`config.mk`:
```
export PLATFORM = sky130hd
export DESIGN_NAME = spi_reg_ctrl
export DESIGN_NICKNAME = d
export VERILOG_FILES = /design/src/rtl/spi_reg_pkg.sv /design/src/rtl/spi_reg_ctrl.sv
export SDC_FILE = /design/constraint.sdc
export NUM_CORES = 1
export LEC_CHECK = 0
export CORE_MARGIN = 5
export CORE_UTILIZATION = 45
export CTS_BUF_LIST = sky130_fd_sc_hd__clkbuf_16
export DETAILED_ROUTE_END_ITERATION = 12
export PLACE_DENSITY = 0.79
export SETUP_SLACK_MARGIN = 0.2
export SLEW_MARGIN = 20
export SYNTH_ARGS = -nofsm -noshare
export SYNTH_HDL_FRONTEND = slang
export SYNTH_SLANG_ARGS = --single-unit
```
`constraint.sdc`:
```
create_clock -name clk -period 1.93 [get_ports clk]
set_input_delay 0.386 -clock clk [delete_from_list [all_inputs] [get_ports clk]]
set_output_delay 0.386 -clock clk [all_outputs]
set_load 0.005 [all_outputs]
```
`src/rtl/spi_reg_pkg.sv`:
```
// Shared types and constants for the SPI register-access controller.
// Optional feature macro used by spi_reg_ctrl: SPI_REG_AUTOINC_EN.
package spi_reg_pkg;

    typedef enum logic [2:0] {
        ST_IDLE,
        ST_WR_WAIT,
        ST_WR_BUS,
        ST_RD_BUS,
        ST_RD_HOLD
    } spi_reg_state_t;

    localparam int         CMD_RD_BIT      = 7;
    localparam logic [7:0] ERR_STATUS_MASK = 8'h80;

endpackage

```
`src/rtl/spi_reg_ctrl.sv`:
```
// Command/data register-access protocol over a one-byte-per-frame SPI slave.
// Define SPI_REG_AUTOINC_EN for address auto-increment with open-ended data phase.
import spi_reg_pkg::*;

module spi_reg_ctrl #(
    parameter int ADDR_W   = 7,
    parameter int IDLE_TMO = 1024,
    parameter int BUS_TMO  = 64
) (
    input  logic              clk,
    input  logic              rst,
    input  logic [7:0]        spi_data_in,
    input  logic              spi_end_of_byte,
    input  logic              spi_busy,
    output logic [7:0]        spi_data_out,
    output logic [ADDR_W-1:0] reg_addr,
    output logic [7:0]        reg_wdata,
    output logic              reg_we,
    output logic              reg_re,
    input  logic [7:0]        reg_rdata,
    input  logic              reg_ack,
    output logic              err,
    input  logic              err_clr
);

    localparam int MAX_TMO = (IDLE_TMO > BUS_TMO) ? IDLE_TMO : BUS_TMO;
    localparam int CNT_W   = $clog2(MAX_TMO + 1);

    spi_reg_state_t    state_q, state_d;
    logic [ADDR_W-1:0] addr_q, addr_d;
    logic [7:0]        wdata_q, wdata_d;
    logic [7:0]        dout_q, dout_d;
    logic              we_q, we_d;
    logic              re_q, re_d;
    logic              err_q, err_d;
    logic              eob_q, busy_q;
    logic [CNT_W-1:0]  bus_cnt_q, bus_cnt_d;
    logic [CNT_W-1:0]  idle_cnt_q, idle_cnt_d;

    logic byte_stb, frame_end, busy_rise, new_err;
    logic bus_tmo, idle_tmo;

    assign byte_stb  = spi_end_of_byte & ~eob_q;
    assign frame_end = ~spi_busy & busy_q;
    assign busy_rise = spi_busy & ~busy_q;
    assign bus_tmo   = (bus_cnt_q == CNT_W'(BUS_TMO - 1));
    assign idle_tmo  = (idle_cnt_q == CNT_W'(IDLE_TMO - 1));

    always_comb begin
        state_d    = state_q;
        addr_d     = addr_q;
        wdata_d    = wdata_q;
        dout_d     = dout_q;
        we_d       = we_q;
        re_d       = re_q;
        new_err    = 1'b0;
        bus_cnt_d  = '0;
        idle_cnt_d = '0;

        unique case (state_q)
            ST_IDLE: begin
                dout_d = err_q ? ERR_STATUS_MASK : 8'h00;
                if (byte_stb) begin
                    addr_d = spi_data_in[ADDR_W-1:0];
                    if (spi_data_in[CMD_RD_BIT]) begin
                        re_d    = 1'b1;
                        state_d = ST_RD_BUS;
                    end else begin
                        state_d = ST_WR_WAIT;
                    end
                end
            end
            ST_WR_WAIT: begin
                if (byte_stb) begin
                    wdata_d = spi_data_in;
                    we_d    = 1'b1;
                    state_d = ST_WR_BUS;
                end else if (!spi_busy) begin
                    if (idle_tmo) state_d = ST_IDLE;
                    else idle_cnt_d = idle_cnt_q + 1'b1;
                end
            end
            ST_WR_BUS: begin
                // A byte landing here is a host overrun; it is dropped.
                if (byte_stb) new_err = 1'b1;
                if (reg_ack) begin
                    we_d = 1'b0;
`ifdef SPI_REG_AUTOINC_EN
                    addr_d  = addr_q + 1'b1;
                    state_d = ST_WR_WAIT;
`else
                    state_d = ST_IDLE;
`endif
                end else if (bus_tmo) begin
                    new_err = 1'b1;
                    we_d    = 1'b0;
                    state_d = ST_IDLE;
                end else begin
                    bus_cnt_d = bus_cnt_q + 1'b1;
                end
            end
            ST_RD_BUS: begin
                if (byte_stb) new_err = 1'b1;
                if (busy_rise) begin
                    new_err = 1'b1;
                    re_d    = 1'b0;
                    state_d = ST_IDLE;
                end else if (reg_ack) begin
                    dout_d  = reg_rdata;
                    re_d    = 1'b0;
                    state_d = ST_RD_HOLD;
                end else if (bus_tmo) begin
                    new_err = 1'b1;
                    re_d    = 1'b0;
                    state_d = ST_IDLE;
                end else begin
                    bus_cnt_d = bus_cnt_q + 1'b1;
                end
            end
            ST_RD_HOLD: begin
                if (frame_end) begin
`ifdef SPI_REG_AUTOINC_EN
                    addr_d  = addr_q + 1'b1;
                    re_d    = 1'b1;
                    state_d = ST_RD_BUS;
`else
                    state_d = ST_IDLE;
`endif
                end else if (!spi_busy) begin
                    if (idle_tmo) state_d = ST_IDLE;
                    else idle_cnt_d = idle_cnt_q + 1'b1;
                end
            end
            default: state_d = ST_IDLE;
        endcase

        err_d = err_clr ? 1'b0 : (err_q | new_err);
    end

    always_ff @(posedge clk) begin
        if (rst) begin
            state_q    <= ST_IDLE;
            addr_q     <= '0;
            wdata_q    <= '0;
            dout_q     <= '0;
            we_q       <= 1'b0;
            re_q       <= 1'b0;
            err_q      <= 1'b0;
            eob_q      <= 1'b0;
            busy_q     <= 1'b0;
            bus_cnt_q  <= '0;
            idle_cnt_q <= '0;
        end else begin
            state_q    <= state_d;
            addr_q     <= addr_d;
            wdata_q    <= wdata_d;
            dout_q     <= dout_d;
            we_q       <= we_d;
            re_q       <= re_d;
            err_q      <= err_d;
            eob_q      <= spi_end_of_byte;
            busy_q     <= spi_busy;
            bus_cnt_q  <= bus_cnt_d;
            idle_cnt_q <= idle_cnt_d;
        end
    end

    assign spi_data_out = dout_q;
    assign reg_addr     = addr_q;
    assign reg_wdata    = wdata_q;
    assign reg_we       = we_q;
    assign reg_re       = re_q;
    assign err          = err_q;

endmodule

```
Yosys cells after proc, flatten, opt, wreduce, memory -nomap -nowiden
Cells that the tools add are included.
Storage, ports and cells
  register bits after elaboration: 53
Cells by class
  reduce and logical (&&, ||, !) cells: 9
  add/sub/neg operators: 2
  mux-type cells: 37
  equality and inequality tests: 13
  bitwise logic cells: 7
Operator list (count)
  $mux 11: 7
  $pmux 11 s2: 2
  $mux 3: 9
  $mux 8: 3
  $add 11x1->11 const B: 2
  $pmux 8 s2: 1
  $pmux 3 s5: 1
  $eq 11x10->1 const B: 1
  $eq 11x6->1 const B: 1
  $mux 1: 10
  $ne 2x2->1 const B: 5
  $eq 3x2->1 const B: 2
  $pmux 1 s2: 3
  $reduce_and 3->1: 2
  $ne 4x4->1 const B: 1
  $reduce_and 2->1: 2
  $reduce_and 4->1: 1
  $reduce_bool 2->1: 2
  $and 1x1->1: 3
  $eq 3x1->1 const B: 1
  $eq 3x3->1 const B: 1
  $logic_not 3->1: 1
  $ne 3x3->1 const B: 1
  $not 1->1: 3
  other kinds (3): 3

Logic depth before layout (Yosys ltp)
  word-level depth: 8
  mapped depth: 6
  depth with buffers taken out: 5

Worst setup path after synthesis
Ideal clock, no wire load.
  path kind: reg-to-reg
  from: reg bus_cnt_q[8]
  to: reg err_q, in the netlist err
  setup slack: 77 ps
  data arrival time: 1749 ps
  setup time: 103 ps
  data required time: 1827 ps
  stages on the path, launching flop included: 5
  period minus slack after synthesis: 1853 ps
  cells stage by stage: dfxtp_1 or4_4 or4_4 o21a_1 a2111oi_2
On the way
  longest elaborated chain between the ends: 6
RTL lines
  start, declared: line spi_reg_ctrl.sv:37  | logic [CNT_W-1:0] bus_cnt_q, bus_cnt_d;
  start signal, assigned: line spi_reg_ctrl.sv:163  | bus_cnt_q <= bus_cnt_d;
  $eq 11x6->1 (*): line spi_reg_ctrl.sv:46  | assign bus_tmo = (bus_cnt_q == CNT_W'(BUS_TMO - 1));
  $mux 1 (*): line spi_reg_ctrl.sv:94  | end else if (bus_tmo) begin
  $mux 1 (*): line spi_reg_ctrl.sv:108  | end else if (reg_ack) begin
  $mux 1: line spi_reg_ctrl.sv:104  | if (busy_rise) begin
  $pmux 1 s2 (*): line spi_reg_ctrl.sv:60  | unique case (state_q)
  $or 1x1->1 (*): line spi_reg_ctrl.sv:137  | err_d = err_clr ? 1'b0 : (err_q | new_err);
  end signal, assigned: line spi_reg_ctrl.sv:160  | err_q <= err_d;
  end, declared: line spi_reg_ctrl.sv:35  | logic err_q, err_d;
Mark *: on every way between the ends. The rest lies on a longest branch, timed or not.
A chain may end at the register's enable or synchronous reset.

Worst setup path after layout
  from: reg bus_cnt_q[10]
  to: reg err_q, in the netlist err
The elaborated chain is that of the path after synthesis.

==> run summary <==
The run finished with clean final reports. The final hold violation count came out at 0. The floorplan die area is 6310 µm². The capture instance of the worst register-to-register path is err.

At the pin with the least slew margin, the transition time is slightly below 0.5 ns. The data arrival time of the critical path is 2.07 ns. The min-delay analysis places its worst path in the category register to register. The later pin in the worst-skew pair is clocked with a latency of roughly 0.29 ns.

The via count of the first global-routing pass came out at between 1500 and 2000. The fraction of the yosys area taken by sequential cells came out at 48.9%. The reg-to-reg setup timing slack is between 0.04 and 0.05 ns. The final cell count without fillers came out at 357. The analysis attributes to net switching a power of around 0.55 mW. For this run, the slowest stage of the critical path takes 0.54 ns.

The internal portion of the total power is 1.77 mW. The placeable core region is 4690 µm². Clock tree synthesis selected as its root buffer the cell sky130_fd_sc_hd__clkbuf_16.

The number of unique standard cell types used by synthesis came out at 39. The portion of the clock cycle consumed by the worst path in the final layout is a little over nine tenths. In this run the worst path has a maximum fanout of 2. The total wire length came out at 4.98 mm. Counting the buffers created by CTS gives 5.

The count of antenna diodes in the layout came out at 0. The top cell types in the final layout, fill and taps aside, are sky130_fd_sc_hd__dfxtp_1, sky130_fd_sc_hd__clkdlybuf4s50_1, sky130_fd_sc_hd__nor2_1. After detailed routing, the number of remaining DRC violations is 0.

Global routing used 16.9% of the available tracks. Setup repair after global routing could not meet its margin everywhere. The signal on the critical path passes through or4_4, or4_4, o21a_1, a2111oi_2.

The first global-routing pass estimated roughly 8.5 mm of wire. The worst setup path is of the register to register kind. The total number of clock tree sinks came out at between 50 and 60. The minimum setup slack in the final design came out at between 0.04 and 0.05 ns.

After synthesis the cells add up to about 2200 µm². The share of total power in combinational logic came out at about an eighth. The register bit count reported by yosys came out at 53. The first routing iteration left 90 violations.

The post-route netlist has a little under an eighth of its cells at a drive strength greater than 1. The longest clock path from root to sink contains 2 buffers. The final critical-path required period came out at roughly 1.9 ns.

STA classifies the critical path startpoint as a register. The average via count per standard cell came out at between 5 and 6. The congestion estimate from routability-driven global placement came to between 0.8 and 0.9. The worst-case reg-to-reg path depth is 4. The total global routing overflow is 0. The count of synthesis-stage warnings from yosys is 0. Summed over all cells, the static leakage comes to 1.12 nW. The most common cell after layout, fill and taps aside is sky130_fd_sc_hd__dfxtp_1. The die width is roughly 80 µm.

TritonCTS built the clock tree. The final route contains roughly 1900 vias. The proportion of power drawn by flip-flops and latches came out at 49.8%. The final-report max-slew violation count came out at 0.

Between clock sinks in the finished design, the worst skew comes to 0.00664 ns. The total of fill cells in the finished design came out at roughly 390. For this design, the slowest cell found on the critical path is sky130_fd_sc_hd__or4_4. The worst setup path is captured at a register. In this run the worst setup path begins at bus_cnt_q[10]. For this run, the leading register cell type out of synthesis is sky130_fd_sc_hd__dfxtp_1. The maximum number of pins on one net before global-route repair is 24. The maximum VDD drop is between 400 and 500 µV. The total non-filler cell area in the finished layout is about 3000 µm². The row count is 25. The number of levels in the clock H-tree is 2. The synthesized area per cell is between 8 and 9 µm². Net switching is a little under a quarter of the power.

In this run the critical register-to-register path is launched from bus_cnt_q[10]. The most common cell type on the critical path is sky130_fd_sc_hd__or4_4. The required time at the worst-slack endpoint is ~2.1 ns. The area growth from synthesis to final layout came out at 36.4%.

The overall power after layout came out at about 2.3 mW. Based on the critical path, the design can be clocked at up to around 530 MHz. Once detail routing completed, the nets flagged for antenna violations numbered 0.

The die height is 79.5 µm. The power density over cell area came out at approximately 780 nW/µm². The share of flip-flops with an asynchronous set or reset is 0%.

The tightest hold path in the finished design has a slack of 0.453 ns. The clock slew seen by the registers of the worst setup and hold paths came out at ~0.070 ns. OpenSTA, run right after detailed placement, puts the worst setup slack at ~0.057 ns. Following the worst setup path forward leads to its endpoint at err. The count of buffers from port buffering came out at 47. The average detailed-routed wire length per instance is 14.0 µm. After technology mapping, the gate count stands at 242. The effective utilization at floorplan is ~46%.

The final number of setup-violating endpoints came out at 0. The total placed cells including tap cells is between 300 and 400. The placed standard-cell area is around 2800 µm². The initial antenna violation count is 0.

Counting flops with a built-in enable in the synthesized netlist gives 0. The I/O pin count came out at 48. In the final design database the tool counted roughly 330 nets. The worst pin sits at a relative slew slack of 67.7%. The number of max-capacitance violations reported is 0.

The net count after synthesis came out at around 270. The half-perimeter wire length after placement came out at ~3.6 mm. The clock network fraction of design power is a little under two fifths. The number of optimization iterations in the first detailed-route pass is 4.
-- repair_timing --
action                                  CTS  global route
hold buffers                              0             0
endpoints found under the setup margin   15            19
pin swaps                                 2             0
gates resized for setup                   0             5
gates cloned                              0             0
buffers inserted                          1             3
-- metrics by stage --
step	utilization (%)	setup TNS (ns)
after floorplan	-	0
after global placement	58.9	0
after detailed placement	58.9	0
after CTS	62.5	0
after global routing	63.1	-0.0222
final	63.1	0
-- power by group through the flow --
stage          logic [mW]  registers [mW]  clock network (mW)
5_1_grt             0.320            1.16               0.951
3_3_place_gp        0.284            1.18                   0
4_1_cts             0.293            1.16               0.907
3_5_place_dp        0.287            1.18                   0
6_report            0.293            1.16               0.871
2_1_floorplan       0.144            1.17                   0
-- worst max-delay path: cells and delay by family, from the launching register on --
kind | cells | cell delay, ns
and+or+nand+nor | 2 | 1.03
AOI/OAI and AO/OA | 2 | 0.43
DFF | 1 | 0.32
-- routing by layer --
| layer | vias up | track usage (%) | share of wire (%) |
|---|---|---|---|
| met4 | 0 | 7.73 | 2.2 |
| met5 | - | 0 | 0 |
| met3 | 8 | 4.06 | 3.5 |
| met1 | 862 | 20.3 | 44 |
| li1 | 949 | - | - |
| met2 | 34 | 28.3 | 51 |
-- cell type report --
class	instances	area [µm²]	area share, %
Inverter	7	26.3	0.887
Clock inverter	3	22.5	0.760
Clock buffer	5	125	4.22
Sequential cell	53	1070	36.0
Tap cell	54	67.6	2.28
Multi-Input combinational cell	171	1040	35.2
Timing Repair Buffer	64	611	20.6
-- sequential cells by signal, indices dropped and copies added, names as in the netlist, 3 cells and up --
register	flops
reg_wdata	8
state_q	3
idle_cnt_q	11
bus_cnt_q	11
reg_addr	7
spi_data_out	8
-- worst min-delay path by stage --
stage | from | endpoint | slack [ns] | cells past startpoint
after floorplan | idle_cnt_q[0] | idle_cnt_q[0] | 0.43 | 1
after global placement | idle_cnt_q[10] | idle_cnt_q[10] | 0.44 | 2
after detailed placement | idle_cnt_q[10] | idle_cnt_q[10] | 0.45 | 2
after CTS | idle_cnt_q[10] | idle_cnt_q[10] | 0.46 | 2
after global routing | bus_cnt_q[0] | bus_cnt_q[0] | 0.49 | 1
final | idle_cnt_q[10] | idle_cnt_q[10] | 0.45 | 2
-- cell families after synthesis --
group	Yosys count	synth area share, %
and+or+nand+nor	110	23.9
AOI/OAI and AO/OA	26	8.41
buffers and inverters	18	3.34
DFF	53	48.9
muxes	16	7.43
adders and majority gates	2	1.15
xor gates and xnor gates	17	6.86
-- cell usage after synthesis (all sizes together), types with 2 or more instances --
cell type | number | area share, %
nand3 | 18 | 4.2
a21oi | 10 | 2.3
xnor2 | 9 | 3.6
a2111o | 2 | 1.0
clkbuf | 8 | 1.4
xor2 | 8 | 3.2
nand4 | 2 | 0.58
nor2 | 46 | 8.0
mux2i | 15 | 6.9
o21ai | 2 | 0.46
nand2 | 17 | 2.9
nor4 | 2 | 0.58
nor3b | 2 | 0.69
dfxtp | 53 | 49
and4 | 2 | 0.81
buf | 3 | 0.75
nor2b | 4 | 1.2
nor3 | 7 | 1.6
nand2b | 2 | 0.58
ha | 2 | 1.2
o21a | 2 | 0.69
a211oi | 2 | 0.69
or4 | 2 | 1.0
nand3b | 2 | 0.69
inv | 7 | 1.2
a31oi | 2 | 0.58
No activity file was read; power rests on OpenSTA's default activity.
